===== config.mk =====
export PLATFORM = sky130hd
export DESIGN_NAME = seg7_scan_driver
export DESIGN_NICKNAME = d
export VERILOG_FILES = /design/src/rtl/seg7_scan_driver.sv
export SDC_FILE = /design/constraint.sdc
export NUM_CORES = 1
export LEC_CHECK = 0
export ABC_AREA = 1
export CORE_MARGIN = 2
export CORE_UTILIZATION = 54
export DETAILED_ROUTE_END_ITERATION = 6
export PLACE_DENSITY = 0.9
export SYNTH_ARGS = -nofsm -noshare
export SYNTH_HDL_FRONTEND = slang
export SYNTH_SLANG_ARGS = --single-unit

===== constraint.sdc =====
create_clock -name clk -period 3.23 [get_ports clk]
set_input_delay 0.646 -clock clk [delete_from_list [all_inputs] [get_ports clk]]
set_output_delay 0.646 -clock clk [all_outputs]
set_load 0.005 [all_outputs]

===== src/rtl/seg7_scan_driver.sv =====
// rtl/seg7_scan_driver.sv - time-multiplexed common-anode 7-segment scan driver
// Define SEG7_BLINK_EN to build the frame-counted blink feature.
module seg7_scan_driver #(
    parameter int NUM_DIGITS   = 4,
    parameter int SCAN_DIV     = 50000,
    parameter int BLANK_CYC    = 500,
    parameter int BLINK_FRAMES = 64
) (
    input  logic                    clk,
    input  logic                    rst_n,
    input  logic                    load,
    input  logic [4*NUM_DIGITS-1:0] digits_in,
    input  logic [NUM_DIGITS-1:0]   dp_in,
    input  logic [NUM_DIGITS-1:0]   en_in,
    input  logic                    lzs,
    input  logic [NUM_DIGITS-1:0]   blink_mask,
    output logic [7:0]              seg,
    output logic [NUM_DIGITS-1:0]   an,
    output logic                    frame_tick
);
    localparam int CW = (SCAN_DIV > 1) ? $clog2(SCAN_DIV) : 1;
    localparam int IW = (NUM_DIGITS > 1) ? $clog2(NUM_DIGITS) : 1;
    localparam logic [CW-1:0] CNT_MAX = CW'(SCAN_DIV - 1);
    localparam logic [IW-1:0] IDX_MAX = IW'(NUM_DIGITS - 1);

    logic [4*NUM_DIGITS-1:0] dig_sh;
    logic [NUM_DIGITS-1:0]   dp_sh;
    logic [NUM_DIGITS-1:0]   en_sh;
    logic                    lzs_sh;

    logic [CW-1:0]           cnt;
    logic [IW-1:0]           idx;
    logic [IW-1:0]           idx_next;
    logic                    slot_end;
    logic                    blank_r;
    logic                    blank_next;
    logic                    blink_off_next;
    logic                    in_gap;
    logic                    higher_zero;
    logic [NUM_DIGITS-1:0]   suppress;
    logic [3:0]              nib;
    logic [7:0]              seg_next;

    function automatic logic [7:0] hex7(input logic [3:0] v);
        case (v)
            4'h0: hex7 = 8'hC0;  4'h1: hex7 = 8'hF9;  4'h2: hex7 = 8'hA4;  4'h3: hex7 = 8'hB0;
            4'h4: hex7 = 8'h99;  4'h5: hex7 = 8'h92;  4'h6: hex7 = 8'h82;  4'h7: hex7 = 8'hF8;
            4'h8: hex7 = 8'h80;  4'h9: hex7 = 8'h90;  4'hA: hex7 = 8'h88;  4'hB: hex7 = 8'h83;
            4'hC: hex7 = 8'hC6;  4'hD: hex7 = 8'hA1;  4'hE: hex7 = 8'h86;  default: hex7 = 8'h8E;
        endcase
    endfunction

    assign slot_end   = (cnt == CNT_MAX);
    assign idx_next   = (idx == IDX_MAX) ? '0 : idx + 1'b1;
    assign frame_tick = slot_end && (idx == IDX_MAX);

    always_ff @(posedge clk or negedge rst_n) begin
        if (!rst_n) begin
            dig_sh <= '0;
            dp_sh  <= '0;
            en_sh  <= '0;
            lzs_sh <= 1'b0;
        end else if (load) begin
            dig_sh <= digits_in;
            dp_sh  <= dp_in;
            en_sh  <= en_in;
            lzs_sh <= lzs;
        end
    end

    // Scan downward so each digit knows whether everything above it is dark or zero.
    always_comb begin
        suppress    = '0;
        higher_zero = 1'b1;
        for (int j = NUM_DIGITS - 1; j >= 1; j--) begin
            suppress[j] = lzs_sh && (dig_sh[4*j +: 4] == 4'h0) && higher_zero;
            higher_zero = higher_zero && ((dig_sh[4*j +: 4] == 4'h0) || !en_sh[j]);
        end
    end

    always_comb begin
        nib        = dig_sh[{idx_next, 2'b00} +: 4];
        blank_next = !en_sh[idx_next] || suppress[idx_next] ||
                     (blink_off_next && blink_mask[idx_next]);
        seg_next   = blank_next ? 8'hFF : (hex7(nib) & {~dp_sh[idx_next], 7'h7F});
    end

    always_ff @(posedge clk or negedge rst_n) begin
        if (!rst_n) begin
            cnt     <= '0;
            idx     <= '0;
            seg     <= 8'hFF;
            blank_r <= 1'b1;
        end else if (slot_end) begin
            cnt     <= '0;
            idx     <= idx_next;
            seg     <= seg_next;
            blank_r <= blank_next;
        end else begin
            cnt     <= cnt + 1'b1;
        end
    end

    if (BLANK_CYC == 0) begin : g_no_gap
        assign in_gap = 1'b0;
    end else begin : g_gap
        assign in_gap = (cnt < CW'(BLANK_CYC));
    end

    always_comb begin
        an = '1;
        if (!in_gap && !blank_r) an[idx] = 1'b0;
    end

`ifdef SEG7_BLINK_EN
    localparam int FW = (BLINK_FRAMES > 1) ? $clog2(BLINK_FRAMES) : 1;
    localparam logic [FW-1:0] FRM_MAX = FW'(BLINK_FRAMES - 1);
    logic [FW-1:0] frm_cnt;
    logic          blink_on;
    logic          phase_flip;

    // The flip edge is also a slot boundary, so the new phase is used for that slot.
    assign phase_flip     = frame_tick && (frm_cnt == FRM_MAX);
    assign blink_off_next = phase_flip ? blink_on : !blink_on;

    always_ff @(posedge clk or negedge rst_n) begin
        if (!rst_n) begin
            frm_cnt  <= '0;
            blink_on <= 1'b1;
        end else if (frame_tick) begin
            if (frm_cnt == FRM_MAX) begin
                frm_cnt  <= '0;
                blink_on <= !blink_on;
            end else begin
                frm_cnt  <= frm_cnt + 1'b1;
            end
        end
    end
`else
    logic unused_blink_cfg;
    assign unused_blink_cfg = (BLINK_FRAMES > 0);
    assign blink_off_next   = 1'b0;
`endif
endmodule


Yosys cells after proc, flatten, opt, wreduce, memory -nomap -nowiden
Memories as Yosys holds them, arrays and structs flattened.
Index checks and enable logic that the tools add are counted.
{"block": "word_totals", "inputBits": 32, "ff_bits": 52, "memories": 1, "rom_bits": 112}
{"memory": "(no name shown)", "words": 16, "width": 7, "read_ports": 1, "rd_ports_with_merged_regs": 0, "wr": 0, "line": "45", "text": "case (v)"}
{"block": "classes", "mux": 12, "n_lt_le_gt_ge": 4, "addsub": 2, "bitwise": 3, "n_shift": 1, "n_reduce_logical": 20, "eq_ne": 2}
{"operator": "$add 16x1->16 const B", "n": 1}
{"operator": "$eq 16x16->1 const B", "n": 1}
{"operator": "$lt 16x9->1 const B", "n": 1}
{"operator": "$mux 16", "n": 1}
{"operator": "$shiftx 16x5->4", "n": 1}
{"operator": "$logic_not 4->1", "n": 3}
{"operator": "$logic_and 1x1->1", "n": 9}
{"operator": "$and 8x8->8", "n": 1}
{"operator": "$mux 8", "n": 1}
{"operator": "$bmux 1 s2", "n": 3}
{"operator": "$lt 2x3->1 const B", "n": 2}
{"operator": "$logic_not 1->1", "n": 5}
{"operator": "$mux 1", "n": 4}
{"operator": "$mux 4", "n": 1}
{"operator": "$not 4->4", "n": 1}
{"operator": "$logic_or 1x1->1", "n": 3}
{"operator": "$add 2x1->2 const B", "n": 1}
{"operator": "$demux 1 s2", "n": 1}
{"operator": "$eq 2x2->1 const B", "n": 1}
{"operator": "$ge 2x1->1 const B", "n": 1}
{"operator": "$mux 2", "n": 1}
{"operator": "$not 1->1", "n": 1}

Longest topological paths before layout
{"block": "depth", "ltp_word": 8, "mapped_depth": 15, "depth_no_buf": 14}

Worst setup path after synthesis
Ideal clock, no wire load.
{"block": "synth_timing", "path_type": "register to register", "startpoint": "register idx[0]", "endpoint": "register seg[0]", "setup_time_ns": 0.072, "synth_period_minus_slack_ns": 2.239, "n_path_buf": 2, "path_slack_ns": 0.991, "t_arrival_ns": 2.166, "required_ns": 3.158, "path_stages_with_launch": 15, "path_cell_list": "dfrtp_1 > inv_2 > ha_1 > buf_4 > inv_1 > buf_4 > nand3_1 > nand2_1 > inv_1 > ha_1 > nand3b_1 > nand3_1 > nand3_1 > nand2_1 > inv_1"}
{"block": "synth_via", "elab_chain_cells": 7, "word_cells_on_any_way": 13, "classes_between": "1 x add/sub; 1 x eq/ne; 1 x shift; 6 x mux; 1 x bitwise; 2 x reduce/logical; 1 x memory"}
{"element": "start: declaration", "line": "32", "text": "logic [IW-1:0] idx;"}
{"element": "start signal: assignment", "line": "96", "text": "idx <= idx_next;"}
{"element": "$add 2x1->2 / $eq 2x2->1 (equally long branches)", "line": "54", "text": "assign idx_next = (idx == IDX_MAX) ? '0 : idx + 1'b1;"}
{"element": "$mux 2 *", "line": "54"}
{"element": "via idx_next[1]", "line": "33", "text": "logic [IW-1:0] idx_next;"}
{"element": "parallel branches: the longest is 4 deep, another holds $mem_v2 16x7"}
{"element": "$mux 8 *", "line": "85", "text": "seg_next = blank_next ? 8'hFF : (hex7(nib) & {~dp_sh[idx_next], 7'h7F});"}
{"element": "end signal: assignment", "line": "97", "text": "seg <= seg_next;"}
{"element": "end: declaration", "line": "17", "text": "output logic [7:0] seg,"}
Mark *: on every way through the listed nets, which the timed path passes. The select of a mux whose other input is x is not followed.
A chain may end at the register's enable or synchronous reset.

Final worst setup path
{"block": "layout_timing", "startpoint": "register cnt[7]", "endpoint": "output an[0]"}
{"block": "layout_via", "elab_chain_cells": 4}
{"element": "start: declaration", "line": "31", "text": "logic [CW-1:0] cnt;"}
{"element": "start signal: assignment", "line": "100", "text": "cnt <= cnt + 1'b1;"}
{"element": "$lt 16x9->1", "line": "107", "text": "assign in_gap = (cnt < CW'(BLANK_CYC));"}
{"element": "$logic_not 1->1", "line": "112", "text": "if (!in_gap && !blank_r) an[idx] = 1'b0;"}
{"element": "$logic_and 1x1->1", "line": "112"}
{"element": "$mux 4", "line": "112"}
{"element": "end: declaration", "line": "18", "text": "output logic [NUM_DIGITS-1:0] an,"}
No other way between the ends.

==> out/metrics.yaml <==
min_path:
  hold_depth: 1
  min_to: "cnt[0]"
  min_from: "cnt[0]"
  hold_class: "flip-flop to flip-flop"
setup_path:
  rr_startpoint: "idx[0]"
  crit_fanout: 5
  reg2reg_slack_ns: 0.72
  r2r_end: "seg[0]"
  worstSetupStartpointType: "flip-flop"
  crit_path_start: "cnt[7]"
  crit_required_ns: 2.58
  r2r_cells: 13
  cp.arrival_ns: 2.09
  crit_path_end_kind: "output port"
  path_class: "flip-flop to output port"
timing:
  finalSetupTns_ns: 0
  slew_headroom: 0.282
  tightest_slew_ns: 1.08
  fin_ws_ns: 0.494
  rsz0062_at_grt: "no"
  drv_slew: 0
  final_hold_viol_count: 0
  setup_viol: 0
  period_minus_slack_ns: 2.74
  final.setup_skew_ns: 0.00767
  period_share: 0.847
  max_freq_mhz: 365
placed_design:
  portBuffers: 40
  place.gp.congestion: 0.881
  hpwl_mm: 4.76
  dp_slack_ns: 0.746
  place_area_mm2: 0.00340
  placed_cells: 480
clock_network:
  cts_buffer_depth: 2
  cts-root-buf: "clkbuf_8"
  postCtsSetupRepairBufs: 0
  htreeDepth: 2
  cts-resized-gates: 0
  cts_buffers: 5
  clkLatencyLatePin_ns: 0.30
  hold_buffers: 0
  clkTransAtPathRegs_ns: 0.09
  cts_tree: "done"
  clock-sinks: 52
grt:
  grt_max_degree: 50
  gr-total-overflow: 0
  grt_usage: 0.236
  antenna_found_initial: 0
  grt_pass1_vias: 2639
  grt_pass1_wl_mm: 11.4
synth:
  yosysTopAreaCellShare: 0.366
  synthTopCellsByArea: "dfrtp_1, nand2_1, dfstp_2, inv_1, nand3_1"
  synth_seq_cells: 52
  yosysTopAreaCell: "dfrtp_1"
  synth_cells: 375
  synth-seq-area-share: 0.447
  synth_nets: 419
  syn_area_mm2: 0.00294
  ys_warn_count: 0
  syn_avg_cell_area_um2: 7.84
  yosysUniqueCellTypes: 35
cells_and_area:
  postLayoutCoreUtil: 0.674
  layout_common_cells: "nand2_1, inv_1, dfrtp_1, clkdlybuf4s50_1, nor2_1"
  final_area_mm2: 0.00349
  layout_commonest_cell: "nand2_1"
  multi_input_area_mm2: 0.00136
  diodes: 0
  final_nets: 461
  final-seq-area_mm2: 0.00131
  drive_gt1_frac: 0.100
  final_cells: 488
  syn_to_final_growth_pct: 18.7
  nFillCells: 429
floorplan:
  io_pins: 45
  row_count: 26
  die_x_um: 77.8
  die_area_mm2: 0.00605
  die_h_um: 77.8
  core-area_mm2: 0.00517
  start_util: 0.568
drt:
  drt_wl_total_mm: 6.43
  route.vias.total: 2594
  vias_per_cell: 5.32
  firstDrtPassIters: 4
  final_antenna_net_count: 0
  drtIter0Drc: 161
  route.detailed.drc: 0
  wl_per_cell_um: 13.2
power:
  vdd_drop_max_uv: 255
  p_per_area_mw_per_mm2: 359
  leakage_nw: 1.72
job:
  drv_cap: 0
outcome:
  status: "finished clean"
stage by stage:
step | total power [mW] | hold WS [ns]
4_1_cts | 1.26 | 0.466
3_5_place_dp | 0.879 | 0.454
3_3_place_gp | 0.869 | 0.448
6_report | 1.25 | 0.469
5_1_grt | 1.32 | 0.498
2_1_floorplan | 0.805 | 0.350
worst max-delay path: stages (launching register included):
cell	delay (ns)
dfrtp_1	0.44
nand3_1	0.12
nor2_1	0.20
o21ai_0	0.13
a41oi_1	0.35
nand2_1	0.09
clkdlybuf4s50_1	0.46
layout make-up:
class,instances,share of cell area
clock buffers,8,0.0258
flip-flops and latches,52,0.376
well taps,70,0.0251
inverters,52,0.0560
multi-input cells,260,0.391
repair buffers,46,0.126
synth_stat cells:
master / instances
dfstp_2: 9
xnor2_1: 2
a211oi_1: 1
or2_2: 2
o221ai_1: 1
nor4_1: 1
nand2_4: 2
nor2_1: 38
nor3b_1: 1
a41oi_1: 1
nand3_1: 31
buf_4: 3
nor3_1: 6
nand4_1: 2
nand2_1: 95
o22ai_1: 1
xor2_1: 3
ha_1: 12
nor2_4: 2
inv_1: 51
a21oi_2: 1
dfrtp_1: 43
inv_2: 1
buf_6: 2
nand3b_1: 2
nand3_2: 1
mux2_2: 6
a31oi_1: 2
clkbuf_1: 5
nand2_2: 3
nand3_4: 1
a21oi_1: 13
o21ai_2: 1
buf_2: 1
o21ai_0: 29
sequential cells by signal, indices dropped and copies added (netlist names):
| signal | cells |
|---|---|
| blank_r | 1 |
| lzs_sh | 1 |
| dig_sh | 16 |
| en_sh | 4 |
| cnt | 16 |
| dp_sh | 4 |
| seg | 8 |
| idx | 2 |
metal layers:
metal	vias to the layer above	part of all wire	global-route usage
li1	1266	-	-
met1	1230	0.41	0.283
met2	82	0.52	0.410
met3	16	0.050	0.0465
met4	0	0.022	0.0982
met5	-	0	0
where the power goes:
group	total, mW	internal, mW	switching [mW]	leakage, nW
registers	0.695	0.680	0.0149	0.631
clock network	0.383	0.175	0.208	0.0455
logic	0.175	0.0752	0.100	1.04
total	1.25	0.930	0.322	1.72
kinds of logic (layout without fill, tap and decap cells):
logic type	count (synthesis)	after routing	share of synthesized area
AND/OR/NAND/NOR	187	187	0.282
XOR/XNOR	5	5	0.0149
buffers and inverters	63	106	0.0898
flip-flops	52	52	0.447
multiplexers	6	6	0.0230
adder cells (fa/ha/maj)	12	12	0.0511
AO/OA/AOI/OAI	50	50	0.0924
worst max-delay path by stage:
stage          endpoint
2_1_floorplan    seg[0]
3_3_place_gp     seg[0]
3_5_place_dp     seg[0]
4_1_cts           an[2]
5_1_grt           an[3]
6_report          an[0]
Power figures use the tool's default switching activity.
